`config.mk`:
```
export PLATFORM = sky130hd
export DESIGN_NAME = bcd_to_bin_13bit
export DESIGN_NICKNAME = d
export VERILOG_FILES = /design/src/rtl/bcd_to_bin_13bit.sv
export SDC_FILE = /design/constraint.sdc
export NUM_CORES = 1
export LEC_CHECK = 0
export CAP_MARGIN = 30
export CORE_ASPECT_RATIO = 0.6
export CORE_MARGIN = 5
export CORE_UTILIZATION = 45
export CTS_CLUSTER_DIAMETER = 50
export DETAILED_ROUTE_END_ITERATION = 8
export PLACE_DENSITY = 0.68
export SLEW_MARGIN = 30
export SYNTH_ARGS = -nofsm -noshare
export SYNTH_HDL_FRONTEND = slang
export SYNTH_SLANG_ARGS = --single-unit
```
`constraint.sdc`:
```
create_clock -name clk -period 1.9 [get_ports clk]
set_input_delay 0.475 -clock clk [delete_from_list [all_inputs] [get_ports clk]]
set_output_delay 0.475 -clock clk [all_outputs]
set_load 0.01 [all_outputs]
```
`src/rtl/bcd_to_bin_13bit.sv`:
```
// bcd_to_bin_13bit
// Sequential four-digit BCD to binary converter using reverse double-dabble.
// A start pulse in IDLE loads the digits. Each SHIFT clock shifts {bcd, acc}
// right by one bit. After the shift, any BCD nibble that is >= 8 has 3
// subtracted from it. After N_SHIFT shifts the accumulator holds the binary
// value, which is registered on bin together with the ovf13 and err flags.
//
// Ports:
//   clk        in   system clock, rising edge
//   reset      in   asynchronous active-high reset
//   start      in   conversion request, sampled only in IDLE
//   thousands  in   BCD digit, weight 1000
//   hundreds   in   BCD digit, weight 100
//   tens       in   BCD digit, weight 10
//   ones       in   BCD digit, weight 1
//   bin        out  binary result, held until the next completion
//   ovf13      out  result exceeds 8191 and does not fit 13 bits
//   err        out  last request contained a digit greater than 9
//   busy       out  conversion in progress (SHIFT state)
//   done       out  single-cycle completion pulse
module bcd_to_bin_13bit #(
    parameter int N_SHIFT = 14
) (
    input  logic               clk,
    input  logic               reset,
    input  logic               start,
    input  logic [3:0]         thousands,
    input  logic [3:0]         hundreds,
    input  logic [3:0]         tens,
    input  logic [3:0]         ones,
    output logic [N_SHIFT-1:0] bin,
    output logic               ovf13,
    output logic               err,
    output logic               busy,
    output logic               done
);

    localparam int VEC_W = 16 + N_SHIFT;
    localparam int CNT_W = $clog2(N_SHIFT);
    localparam logic [N_SHIFT-1:0] MAX13 = N_SHIFT'(8191);

    typedef enum logic [1:0] {
        IDLE  = 2'd0,
        SHIFT = 2'd1,
        DONE  = 2'd2
    } state_t;

    state_t state_q, state_d;

    logic [15:0]        bcd_q, bcd_d;
    logic [N_SHIFT-1:0] acc_q, acc_d;
    logic [CNT_W-1:0]   cnt_q, cnt_d;
    logic [N_SHIFT-1:0] bin_q, bin_d;
    logic               ovf13_q, ovf13_d;
    logic               err_q, err_d;

    logic [VEC_W-1:0]   shifted;
    logic [15:0]        bcd_sh;
    logic [15:0]        bcd_fix;
    logic [N_SHIFT-1:0] acc_sh;
    logic               digits_ok;
    logic               cnt_last;

    // Reverse double-dabble correction. This undoes the +3 that the forward
    // algorithm applies to digits >= 5 before each left shift.
    function automatic logic [3:0] dab_fix(input logic [3:0] nib);
        return (nib >= 4'd8) ? (nib - 4'd3) : nib;
    endfunction

    function automatic logic digit_ok(input logic [3:0] d);
        return (d <= 4'd9);
    endfunction

    assign digits_ok = digit_ok(thousands) && digit_ok(hundreds) &&
                       digit_ok(tens) && digit_ok(ones);

    assign cnt_last = (cnt_q == CNT_W'(N_SHIFT - 1));

    // BCD and accumulator are treated as one vector, so bcd[0] falls into the
    // accumulator MSB.
    always_comb begin
        shifted = {bcd_q, acc_q} >> 1;
        bcd_sh  = shifted[VEC_W-1:N_SHIFT];
        acc_sh  = shifted[N_SHIFT-1:0];
        bcd_fix = {dab_fix(bcd_sh[15:12]), dab_fix(bcd_sh[11:8]),
                   dab_fix(bcd_sh[7:4]),   dab_fix(bcd_sh[3:0])};
    end

    // State register
    always_ff @(posedge clk or posedge reset) begin
        if (reset) begin
            state_q <= IDLE;
        end else begin
            state_q <= state_d;
        end
    end

    // Next-state logic
    always_comb begin
        state_d = state_q;
        case (state_q)
            IDLE: begin
                if (start) begin
                    state_d = digits_ok ? SHIFT : DONE;
                end
            end
            SHIFT: begin
                if (cnt_last) begin
                    state_d = DONE;
                end
            end
            DONE:    state_d = IDLE;
            default: state_d = IDLE;
        endcase
    end

    // Datapath next values
    always_comb begin
        bcd_d   = bcd_q;
        acc_d   = acc_q;
        cnt_d   = cnt_q;
        bin_d   = bin_q;
        ovf13_d = ovf13_q;
        err_d   = err_q;
        case (state_q)
            IDLE: begin
                if (start) begin
                    if (digits_ok) begin
                        bcd_d = {thousands, hundreds, tens, ones};
                        acc_d = '0;
                        cnt_d = '0;
                    end else begin
                        // Invalid digits skip conversion and report immediately.
                        bin_d   = '0;
                        ovf13_d = 1'b0;
                        err_d   = 1'b1;
                    end
                end
            end
            SHIFT: begin
                bcd_d = bcd_fix;
                acc_d = acc_sh;
                cnt_d = cnt_q + CNT_W'(1);
                if (cnt_last) begin
                    bin_d   = acc_sh;
                    ovf13_d = (acc_sh > MAX13);
                    err_d   = 1'b0;
                end
            end
            default: ;
        endcase
    end

    always_ff @(posedge clk or posedge reset) begin
        if (reset) begin
            bcd_q   <= '0;
            acc_q   <= '0;
            cnt_q   <= '0;
            bin_q   <= '0;
            ovf13_q <= 1'b0;
            err_q   <= 1'b0;
        end else begin
            bcd_q   <= bcd_d;
            acc_q   <= acc_d;
            cnt_q   <= cnt_d;
            bin_q   <= bin_d;
            ovf13_q <= ovf13_d;
            err_q   <= err_d;
        end
    end

    // Outputs
    always_comb begin
        busy = (state_q == SHIFT);
        done = (state_q == DONE);
    end

    assign bin   = bin_q;
    assign ovf13 = ovf13_q;
    assign err   = err_q;

endmodule

```
== Word-level counts from Yosys, hierarchy flattened ==
Cells that the tools add are included.

* Add/subtract/negate cells: 5
* Muxes and demuxes: 29
* Reduce and logical (&&, ||, !) cells: 8
* Eq/ne operators: 7
* $lt $le $gt $ge: 9

{| class="wikitable"
|+ Operators with widths
! operator !! number
|-
| $mux 14 || 5
|-
| $pmux 14 s2 || 2
|-
| $mux 16 || 2
|-
| $pmux 16 s2 || 1
|-
| $mux 4 || 6
|-
| $le 4x4->1 const B || 4
|-
| $gt 14x13->1 const B || 1
|-
| $ge 4x4->1 const B || 3
|-
| $sub 4x2->4 const B || 3
|-
| $pmux 4 s2 || 1
|-
| $mux 1 || 6
|-
| $mux 2 || 3
|-
| $ne 2x2->1 const B || 3
|-
| $add 4x1->4 const B || 1
|-
| $eq 4x4->1 const B || 1
|-
| $ge 3x4->1 const B || 1
|-
| $pmux 1 s2 || 2
|-
| $pmux 2 s2 || 1
|-
| $reduce_and 4->1 || 1
|-
| $sub 3x2->4 const B || 1
|-
| $logic_and 1x1->1 || 3
|-
| $reduce_and 3->1 || 1
|-
| $eq 2x1->1 const B || 1
|-
| $eq 2x2->1 const B || 1
|-
| other kinds (4) || 4
|}

* Output and inout bits: 18
* Flip-flop bits (word level): 52
* Bits of input ports: 19
* Logic and storage cells: 65

== Depth between registers and ports, before layout ==
* Depth in word-level cells: 7
* Depth in mapped cells: 7
* Gate-level depth less buffers: 6

== Worst setup path after synthesis ==
No wires, ideal clock.

* Path type: input-to-reg
* From: input port ones[2]
* To: register bcd_q[1]
* Path buffers: 1
* Stages on the path: 5
* Library setup time: 125 ps
* Required time: 1775 ps
* Arrival: 1421 ps
* Path slack: 354 ps
* Cells stage by stage: o21ai_2 -> and4_4 -> nand2_4 -> buf_6 -> mux2_4

* Word-level cells in the longest chain between the ends: 4

{| class="wikitable"
|+ RTL lines
! element !! RTL line !! source
|-
| start: declaration || 30 || <nowiki>input logic [3:0] ones,</nowiki>
|-
| $le 4x4->1 || 71 || <nowiki>return (d <= 4'd9);</nowiki>
|-
| $logic_and 1x1->1 || 75 || <nowiki>digit_ok(tens) && digit_ok(ones);</nowiki>
|-
| $ne 2x2->1 (no source line) || n/a ||
|-
| $reduce_and 3->1 (no source line) || n/a ||
|-
| end signal: assignment || 156 || <nowiki>bcd_q <= '0;</nowiki>
|-
| end signal: assignment || 163 || <nowiki>bcd_q <= bcd_d;</nowiki>
|-
| end: declaration || 50 || <nowiki>logic [15:0] bcd_q, bcd_d;</nowiki>
|}

No other way between the ends.
A chain may end at the register's enable or synchronous reset.

== Worst setup path in the final report ==
* From: input port ones[2]
* To: register cnt_q[2]

* Word-level cells in the longest chain between the ends: 4

{| class="wikitable"
|+ RTL lines
! element !! RTL line !! source
|-
| $le 4x4->1 || 71 ||
|-
| $logic_and 1x1->1 || 75 ||
|-
| $ne 2x2->1 (no source line) || n/a ||
|-
| $reduce_and 3->1 (no source line) || n/a ||
|-
| end signal: assignment || 165 || <nowiki>cnt_q <= cnt_d;</nowiki>
|-
| end: declaration || 52 || <nowiki>logic [CNT_W-1:0] cnt_q, cnt_d;</nowiki>
|}

No other way between the ends.

==> flow_metrics.tcl <==
set metrics [dict create \
    status "completed" \
    final_area_um2 3120 \
    finalWeightedCongestion 0.756 \
    swShare_pct 34.4 \
    synth_cell_type_count 43 \
    endpoint_kind "flip-flop" \
    synthAdderAreaFrac_pct 4.09 \
    rows 20 \
    peakVddDrop_v 0.000542 \
    crit_fanout 15 \
    grt_pass1_wl_um 8690 \
    final_cells 325 \
    wl_um 5010 \
    track_usage_pct 15.5 \
    clock.fmax_ghz 0.574 \
    clk_path_buf_depth 2 \
    cts_made_buffers 5 \
    power_density_nw_per_um2 1160 \
    drt_pass1_iterations 4 \
    r2r_cells 6 \
    first_iter_violations 82 \
    synth_cells 199 \
    ys_seq_elements 51 \
    pre_cts_slack_ns -0.157 \
    synth_xor_area_share_pct 2.15 \
    setup_viol 0 \
    rsz0062_at_grt "false" \
    min_period_ns 1.74 \
    pin_count 37 \
    syn_area_um2 2450 \
    synthTopCellsByCount "dfrtp_1, a22o_1, o21ai_0" \
    cp_num_cells 5 \
    antenna_found_initial 0 \
    overflow 0 \
    hold_buffers 0 \
    placedCellCount 317 \
    p_int_uw 2380 \
    yosys.cell_count.top_type "dfrtp_1" \
    max_stage_delay_ns 0.45 \
    nets 285 \
    drv_slew 0 \
    cts_tree "done" \
    hold_depth 1 \
    place.detailed.hpwl_um 3610 \
    dpl_cell_area_um2 3020 \
    die_x_um 105 \
    die_h_um 67.2 \
    start_util_pct 47.5 \
    muxShareOfSynthArea_pct 5.01 \
    drive_gt1_share_pct 23.2 \
    hold_violations 0 \
    coreArea_um2 5150 \
    critPathSlowestCell "clkdlybuf4s50_1" \
    ys.flop_type "dfrtp_1" \
    maxCapViolCount 0 \
    clock_sinks 51 \
    clk_pin_slew_ns 0.09 \
    clock_latency_ns 0.30 \
    grt_pass1_vias 1727 \
    yosys_warnings 0 \
    synth_top_area_share_pct 52.1 \
    wl_per_cell_um 15.4 \
    skew_ns 0.00680 \
    p_switching_uw 1250 \
    synth-async-reset-ratio_pct 100 \
    power_leakage_uw 0.00144 \
    clockRootBuffer "clkbuf_8" \
    antennaDiodeCount 0 \
    setup_ws_ns 0.156 \
    synthTopCellsByArea "dfrtp_1, a22o_1, ha_1, mux2_4, buf_6" \
    combPwrFrac_pct 35.3 \
    syn_nets 226 \
    fin_util_pct 60.5 \
    synth_compound_area_share_pct 21.9 \
    syn_area_per_cell_um2 12.3 \
    maxSlewHeadroom_pct 80.5 \
    seq_power_share_pct 46.4 \
    syn_to_final_growth_pct 27.3 \
    htree_num_levels 2 \
    path_delay_family "compound AO/OA/AOI/OAI gates" \
    tightest_slew_ns 0.292 \
    yosys.area_share.simple_pct 9.14 \
    p_clk_share_pct 18.2 \
    portBuffers 36 \
    vias 1698 \
    cp.buffers_inverters 1 \
    cp_cell_sequence "clkdlybuf4s50_1, o21ai_2, nand4_4, o21a_4, a22o_1" \
    crit_required_ns 2.10 \
    synth_top_family_by_area "compound AO/OA/AOI/OAI gates" \
    post-synth-top-area-cell "dfrtp_1" \
    fin_crit_sh_pct 91.8 \
    critical_path_class "in2reg" \
    start_kind "input pin" \
    drc 0 \
    synth_edf_count 0 \
    viasPerCell 5.22 \
    holdCritPathClass "reg2reg" \
    ys_seq_area_share_pct 52.1 \
    crit_arrival_ns 1.94 \
    die_area_um2 7070 \
    grt_max_degree 52 \
    ant_nets 0 \
]
==> cell families after synthesis <==
family | after synthesis
AOI/OAI and AO/OA | 68
xor gates and xnor gates | 6
adders and majority gates | 8
buffers and inverters | 20
DFF | 51
muxes | 10
and+or+nand+nor | 36
==> cell usage in the layout (no fill, tap or decap), types with 2 or more instances in the layout <==
master,instances
a31oi_1,3
ha_1,8
inv_1,8
o21ai_0,10
mux2i_1,4
a21oi_1,6
a22o_1,30
nor2b_1,2
nor2_1,6
xnor2_1,6
o221a_2,3
mux2_4,4
nand2b_1,5
nand3_1,4
clkdlybuf4s50_1,34
o22ai_1,2
nor3_1,2
o21ai_2,5
dfrtp_1,51
o32ai_1,2
buf_4,24
mux2_2,2
nand2_1,6
clkbuf_8,6
buf_12,2
dlygate4sd2_1,2
==> metrics by stage <==
step / total power (µW) / hold slack (ns) / setup TNS [ns]
floorplan: 2620 / 0.457 / 0
global placement: 2960 / 0.488 / -3.62
detailed placement: 2990 / 0.482 / -4.21
CTS: 3660 / 0.513 / 0
global route: 3900 / 0.529 / 0
finish: 3630 / 0.508 / 0
==> flip-flops by register name, summed over array words and instances, names as in the netlist <==
name and count:
err 1, ovf13 1, state_q 2, cnt_q 4
acc_q 13, bin 14, bcd_q 16
==> area by class of cell <==
| type | instances | area, µm² |
|---|---|---|
| well taps | 66 | 82.6 |
| repair buffers | 62 | 578 |
| clock inverters | 2 | 16.3 |
| fillers | 426 | 2040 |
| multi-input cells | 128 | 1040 |
| clock buffers | 6 | 82.6 |
| flip-flops and latches | 51 | 1280 |
| inverters | 10 | 40.0 |
==> layer usage <==
| metal | track usage (%) | part of all wire [%] | vias up |
|---|---|---|---|
| li1 | - | - | 847 |
| met1 | 24.2 | 56 | 820 |
| met2 | 20.6 | 39 | 27 |
| met3 | 4.30 | 4.5 | 4 |
| met4 | 4.31 | 0.58 | 0 |
| met5 | 0 | 0 | - |
==> power by group through the flow <==
stage          Combinational (µW)  Clock (µW)  Sequential, µW
3_3_place_gp                 1260           0            1700
4_1_cts                      1290         677            1690
6_report                     1280         661            1690
2_1_floorplan                 987           0            1640
3_5_place_dp                 1290           0            1700
5_1_grt                      1440         725            1740
==> what timing repair did <==
action | CTS | global route
gates resized for setup | 3 | 0
setup buffers | 0 | 0
setup endpoints to repair | 2 | 0
==> final timing paths <==
| check | from | endpoint | slack [ns] |
|---|---|---|---|
| worst max-delay path | ones[2] | cnt_q[2] | 0.16 |
| worst min-delay path | bcd_q[15] | bcd_q[15] | 0.51 |
| worst max register to register | state_q[0] | bin[4] | 0.35 |
| worst min register to register | bcd_q[15] | bcd_q[15] | 0.51 |
| max in group asynchronous | reset | bcd_q[10] | 1.13 |
| min in group asynchronous | reset | bin[12] | 0.54 |
No activity file was read; power rests on OpenSTA's default activity.
